## src/rtl/booth_r4_pkg.sv

```systemverilog
// Shared types and constants for the serial radix-4 Booth multiplier controller.
//   state_t : controller states
//   PP_*    : partial-product select encodings driven to the datapath mux
//   digit_t : decoded Booth digit {sel, neg}
package booth_r4_pkg;

  localparam int unsigned PP_SEL_W  = 2;
  localparam int unsigned TRIPLET_W = 3;

  typedef enum logic [1:0] {
    IDLE = 2'd0,
    LOAD = 2'd1,
    RUN  = 2'd2,
    DONE = 2'd3
  } state_t;

  localparam logic [PP_SEL_W-1:0] PP_ZERO = 2'b00;
  localparam logic [PP_SEL_W-1:0] PP_X    = 2'b01;
  localparam logic [PP_SEL_W-1:0] PP_2X   = 2'b10;

  typedef struct packed {
    logic [PP_SEL_W-1:0] sel;
    logic                neg;
  } digit_t;

endpackage

```

## src/rtl/booth_r4_digit_enc.sv

```systemverilog
// Radix-4 Booth digit encoder: maps one overlapping multiplier triplet
// {b2,b1,b0} to a partial-product select and a negate flag.
//   triplet : input  3-bit window slice
//   digit_c : output {sel, neg}, purely combinational
module booth_r4_digit_enc
  import booth_r4_pkg::*;
(
  input  logic [TRIPLET_W-1:0] triplet,
  output digit_t               digit_c
);

  always_comb begin
    digit_c.sel = PP_ZERO;
    digit_c.neg = 1'b0;
    case (triplet)
      3'b001, 3'b010: begin digit_c.sel = PP_X;  digit_c.neg = 1'b0; end
      3'b011:         begin digit_c.sel = PP_2X; digit_c.neg = 1'b0; end
      3'b100:         begin digit_c.sel = PP_2X; digit_c.neg = 1'b1; end
      3'b101, 3'b110: begin digit_c.sel = PP_X;  digit_c.neg = 1'b1; end
      default:        begin digit_c.sel = PP_ZERO; digit_c.neg = 1'b0; end
    endcase
  end

endmodule

```

## src/rtl/booth_r4_seq_ctrl.sv

```systemverilog
// Sequencing controller for the serial radix-4 Booth multiplier datapath.
// Accepts a start with multiplier y, issues multiplicand load + accumulator
// clear, then steps one Booth digit per cycle and pulses done.
//   clk, rst            : clock, async active-high reset
//   start, abort, y     : request, cancel, signed multiplier
//   ready, busy, done   : status (exactly one is high every cycle)
//   load_x, acc_clr     : datapath load / accumulator clear (LOAD cycle)
//   acc_en, pp_sel,
//   pp_neg, digit_idx   : per-digit accumulate controls (RUN cycles)
module booth_r4_seq_ctrl
  import booth_r4_pkg::*;
#(
  parameter  int unsigned WIDTH = 8,
  localparam int unsigned ITER  = WIDTH / 2,
  localparam int unsigned CW    = $clog2(ITER)
) (
  input  logic                clk,
  input  logic                rst,
  input  logic                start,
  input  logic                abort,
  input  logic [WIDTH-1:0]    y,
  output logic                ready,
  output logic                busy,
  output logic                done,
  output logic                load_x,
  output logic                acc_clr,
  output logic                acc_en,
  output logic [PP_SEL_W-1:0] pp_sel,
  output logic                pp_neg,
  output logic [CW-1:0]       digit_idx
);

  localparam int unsigned WIN_W = WIDTH + 1;
  localparam logic [CW-1:0] LAST_IDX = CW'(ITER - 1);

  state_t              state_q, state_d;
  logic [WIN_W-1:0]    window_q, window_d;
  logic [CW-1:0]       count_q, count_d;

  logic                ready_q, ready_d;
  logic                busy_q, busy_d;
  logic                done_q, done_d;
  logic                load_x_q, load_x_d;
  logic                acc_en_q, acc_en_d;
  logic [PP_SEL_W-1:0] pp_sel_q, pp_sel_d;
  logic                pp_neg_q, pp_neg_d;
  logic [CW-1:0]       digit_idx_q, digit_idx_d;

  digit_t              digit_nxt_c;

  // Encode the digit the next cycle will see so pp_sel/pp_neg can be registered.
  booth_r4_digit_enc u_digit_enc (
    .triplet (window_d[2:0]),
    .digit_c (digit_nxt_c)
  );

  // Next-state, window shift and digit counter.
  always_comb begin
    state_d  = state_q;
    window_d = window_q;
    count_d  = count_q;
    case (state_q)
      IDLE: begin
        if (start) begin
          window_d = {y, 1'b0};
          count_d  = '0;
          state_d  = LOAD;
        end
      end
      LOAD: begin
        if (abort) begin
          window_d = '0;
          count_d  = '0;
          state_d  = IDLE;
        end else begin
          state_d = RUN;
        end
      end
      RUN: begin
        if (abort) begin
          window_d = '0;
          count_d  = '0;
          state_d  = IDLE;
        end else begin
          window_d = {{2{window_q[WIDTH]}}, window_q[WIDTH:2]};
          if (count_q == LAST_IDX) begin
            count_d = '0;
            state_d = DONE;
          end else begin
            count_d = count_q + CW'(1);
          end
        end
      end
      DONE: begin
        state_d = IDLE;
      end
      default: begin
        state_d = IDLE;
      end
    endcase
  end

  // Output decode from next-state values; flopped so outputs are pure Moore.
  always_comb begin
    ready_d     = (state_d == IDLE);
    busy_d      = (state_d == LOAD) || (state_d == RUN);
    done_d      = (state_d == DONE);
    load_x_d    = (state_d == LOAD);
    acc_en_d    = (state_d == RUN);
    pp_sel_d    = PP_ZERO;
    pp_neg_d    = 1'b0;
    digit_idx_d = '0;
    if (state_d == RUN) begin
      pp_sel_d    = digit_nxt_c.sel;
      pp_neg_d    = digit_nxt_c.neg;
      digit_idx_d = count_d;
    end
  end

  always_ff @(posedge clk or posedge rst) begin
    if (rst) begin
      state_q     <= IDLE;
      window_q    <= '0;
      count_q     <= '0;
      ready_q     <= 1'b1;
      busy_q      <= 1'b0;
      done_q      <= 1'b0;
      load_x_q    <= 1'b0;
      acc_en_q    <= 1'b0;
      pp_sel_q    <= PP_ZERO;
      pp_neg_q    <= 1'b0;
      digit_idx_q <= '0;
    end else begin
      state_q     <= state_d;
      window_q    <= window_d;
      count_q     <= count_d;
      ready_q     <= ready_d;
      busy_q      <= busy_d;
      done_q      <= done_d;
      load_x_q    <= load_x_d;
      acc_en_q    <= acc_en_d;
      pp_sel_q    <= pp_sel_d;
      pp_neg_q    <= pp_neg_d;
      digit_idx_q <= digit_idx_d;
    end
  end

  assign ready     = ready_q;
  assign busy      = busy_q;
  assign done      = done_q;
  assign load_x    = load_x_q;
  // Accumulator clear coincides with the multiplicand load.
  assign acc_clr   = load_x_q;
  assign acc_en    = acc_en_q;
  assign pp_sel    = pp_sel_q;
  assign pp_neg    = pp_neg_q;
  assign digit_idx = digit_idx_q;

endmodule
```

## config.mk

```make
export PLATFORM = sky130hd
export DESIGN_NAME = booth_r4_seq_ctrl
export DESIGN_NICKNAME = d
export VERILOG_FILES = /design/src/rtl/booth_r4_pkg.sv /design/src/rtl/booth_r4_digit_enc.sv /design/src/rtl/booth_r4_seq_ctrl.sv
export SDC_FILE = /design/constraint.sdc
export NUM_CORES = 1
export LEC_CHECK = 0
export CAP_MARGIN = 20
export CORE_ASPECT_RATIO = 0.5
export CORE_MARGIN = 5
export CORE_UTILIZATION = 40
export CTS_BUF_LIST = sky130_fd_sc_hd__clkbuf_16
export DETAILED_ROUTE_END_ITERATION = 10
export HOLD_SLACK_MARGIN = 0.03
export PLACE_DENSITY_LB_ADDON = 0.1
export SETUP_SLACK_MARGIN = 0.02
export SYNTH_ARGS = -nofsm -noshare
export SYNTH_HDL_FRONTEND = slang
export SYNTH_SLANG_ARGS = --single-unit
```

## constraint.sdc

```tcl
create_clock -name clk -period 1.95 [get_ports clk]
set_input_delay 0.39 -clock clk [delete_from_list [all_inputs] [get_ports clk]]
set_output_delay 0.39 -clock clk [all_outputs]
set_load 0.02 [all_outputs]
```

==> flow_summary_export.csv <==
group,metric,value,unit
sta,relSlewSlack,63.7,%
placed_design,io_buffers,22,
critical_path,worstPathRequired,1560,ps
critical_path,critPathTopFamily,"buffers and inverters",
cts,post_cts_buffers,0,
synth,synth.cell_area,1090,um^2
cts,clock-sinks,23,
power,p_per_area,1050,nW/um^2
flow_run,maxCapViolCount,0,
grt,grt_pass1_wl,4.11,mm
synth,muxShareOfSynthArea,0,%
sta,hold_ws,475,ps
critical_path,worstPathMaxFanout,1,
cts,cts_buffer_depth,2,
sta,setup_viol,0,
grt,grt-ovfl-total,0,
sta,period_share,90.2,%
sta,fin_crit,1760,ps
power,comb_power_share,27.7,%
power,power.share.sequential,42.9,%
critical_path,cp_slowest_cell,"clkdlybuf4s50_1",
synth,synth_cell_types,33,
floorplanning,dieArea,3930,um^2
synth,ys_seq_area_share,53.0,%
routing,drtIter0Drc,39,
synth,syn_area_per_cell,12.0,um^2
grt,antenna_found_initial,0,
worst_hold_path,hold_path.class,"input port to async pin",
power,p_switching,0.000458,W
critical_path,rr_endpoint,"window_q[5]",
power,vdd_drop_max,0.000541,V
sta,fmax,569,MHz
routing,antenna_left,0,
synth,synth_nets,108,
synth,yosys_warnings,0,
placed_design,place_congestion,0.805,
critical_path,rr_startpoint,"state_q[0]",
synth,synth_compound_area_share,17.4,%
sta,grt_setup_unrepaired,"no",
routing,met1_length,1.03,mm
critical_path,r2r_setup_slack,210,ps
floorplanning,dieHeight,46.9,um
final_layout,area_delta_synth_final,34.1,%
final_layout,n_antenna_cell,0,
sta,tightest_slew,545,ps
routing,met2_wirelength,1.08,mm
synth,synth-xor-area-share,0.805,%
cts,root_buffer,"clkbuf_16",
routing,drtPass1Iterations,5,
sta,slew_viol_final,0,
placed_design,dp_hpwl,1.72,mm
grt,grt_max_degree,24,
status,status,"finished clean",
critical_path,startpoint_type,"register",
power,leakagePower,0.681,nW
routing,drt-total-wl,2.31,mm
power,p_clk_share,29.4,%
routing,drc,0,
floorplanning,core_area,2600,um^2
critical_path,crit_type,"register to primary output",
critical_path,path_depth,1,
cts,path_clk_slew,60,ps
cts,cts_buffers,3,
cts,cts_resized,0,
grt,grtUsageTotal,13.6,%
sta,skew,1.99,ps
cts,cts_tree,"done",
critical_path,cp-startpoint,"ready",
critical_path,crit_chain,"clkdlybuf4s50_1",
final_layout,fin_nets,139,
cts,htree_levels,1,
critical_path,end_kind,"primary output",
critical_path,cp_slowest_stage_delay,600,ps
floorplanning,rows,13,
sta,finalHoldViolCount,0,
synth,synth_seq_cells,23,
routing,met3_length,195,um
cts,clk-insertion-delay-late,250,ps
final_layout,layout-drive-gt1-share,15.7,%
critical_path,cp_num_buf_inv,1,
synth,synthSimpleGateAreaFrac,16.2,%
floorplanning,die_w,83.8,um
power,power.share.switching,30.0,%
synth,synthCells,91,
routing,routedWlPerCell,14.6,um
routing,top_layer,"met4",
synth,synth_top_family_by_area,"compound AO/OA/AOI/OAI gates",
power,total_power,0.00153,W
cts,ctsHoldBuffers,0,
floorplanning,initial_core_util,41.8,%
sta,final.setup.tns,0,ps
grt,grt_pass1_vias,860,
power,p_int,0.00107,W
synth,synth_fa_ha_area_share,5.75,%
routing,vias_per_cell,5.06,
critical_path,crit_path_end,"ready",
critical_path,arrival,1370,ps
floorplanning,io_pins,23,
critical_path,r2r.worst_path.cells,4,
routing,vias,800,
## cell type report
cell class,count,area [um^2]
flip-flops and latches,23,577
well taps,37,46.3
clock buffers,3,75.1
fillers,226,1140
multi-input cells,54,437
inverters,10,37.5
repair buffers,30,280
clock inverters,1,7.51
## synth_stat cells
master	instances	area (um^2)
buf_4	2	15.0
o21ai_0	1	5.00
a21o_1	2	15.0
xor2_1	1	8.76
ha_1	5	62.6
nor3b_2	1	12.5
nand3_2	1	10.0
inv_1	10	37.5
dfstp_2	1	26.3
a222oi_1	3	30.0
a21oi_2	1	8.76
nor4b_2	1	15.0
o22ai_1	1	6.26
a221o_1	2	20.0
nor4b_1	1	8.76
a32o_4	1	21.3
nand2_1	5	18.8
nand3_1	1	5.00
nor2_1	1	3.75
nor3_1	1	5.00
nand3b_1	3	22.5
o22a_1	2	17.5
buf_6	2	22.5
o21ai_1	1	5.00
o2bb2ai_1	1	8.76
a21oi_1	4	20.0
o21bai_1	1	7.51
nor2b_1	3	18.8
a22o_1	2	17.5
dfrtp_1	22	551
nor3b_4	1	18.8
and2_1	6	37.5
a31oi_1	1	6.26
## metal layers
layer  GRT usage (%)  vias up
met1            16.1      390
met4            3.21        0
li1                -      379
met2            23.7       29
met3            6.30        2
met5               0        -
## logic make-up (layout without fill, tap and decap cells)
family	after synthesis	after routing
and+or+nand+nor	25	25
AOI/OAI and AO/OA	23	23
DFF	23	23
buffers and inverters	14	44
adders and majority gates	5	5
xor gates and xnor gates	1	1
## state kept, by name (all words and copies together), names as in the netlist
register / count
digit_idx: 2
window_q: 9
ready: 1
done: 1
acc_en: 1
pp_sel: 2
busy: 1
acc_clr: 1
state_q: 2
count_q: 2
pp_neg: 1
## power groups by stage
stage	clock, W	combinational (W)	sequential (W)
finish	0.000449	0.000423	0.000655
global route	0.000486	0.000466	0.000667
CTS	0.000464	0.000429	0.000653
detailed placement	0	0.000424	0.000660
global placement	0	0.000413	0.000657
floorplan	0	0.000259	0.000663
## layout by cell type (no fill, tap or decap), types with 2 or more instances in the layout
| master | n |
|---|---|
| a221o_1 | 2 |
| dfrtp_1 | 22 |
| a222oi_1 | 3 |
| and2_1 | 6 |
| nand3b_1 | 3 |
| buf_4 | 8 |
| clkdlybuf4s50_1 | 22 |
| ha_1 | 5 |
| clkbuf_16 | 3 |
| a21oi_1 | 4 |
| a21o_1 | 2 |
| inv_1 | 10 |
| a22o_1 | 2 |
| nand2_1 | 5 |
| o22a_1 | 2 |
| nor2b_1 | 3 |
## through the flow
stage          utilization [%]  worst slack [ps]  cells  cell area [um^2]
3_3_place_gp              52.9             -1.11    154              1380
3_5_place_dp              52.9             -39.8    154              1380
6_report                  56.1               191    158              1460
2_1_floorplan                -               270     91              1090
4_1_cts                   56.1               176    158              1460
5_1_grt                   56.1              64.0    158              1460
## how the worst min path moves through the flow
stage	start	to	slack, ps	cells past startpoint
2_1_floorplan	rst	acc_clr	390	1
3_3_place_gp	window_q[7]	window_q[5]	490	2
3_5_place_dp	window_q[6]	window_q[6]	500	1
4_1_cts	rst	acc_en	490	3
5_1_grt	rst	window_q[5]	530	3
6_report	rst	window_q[2]	470	3
Note: power is estimated with default switching activity, not from simulation.
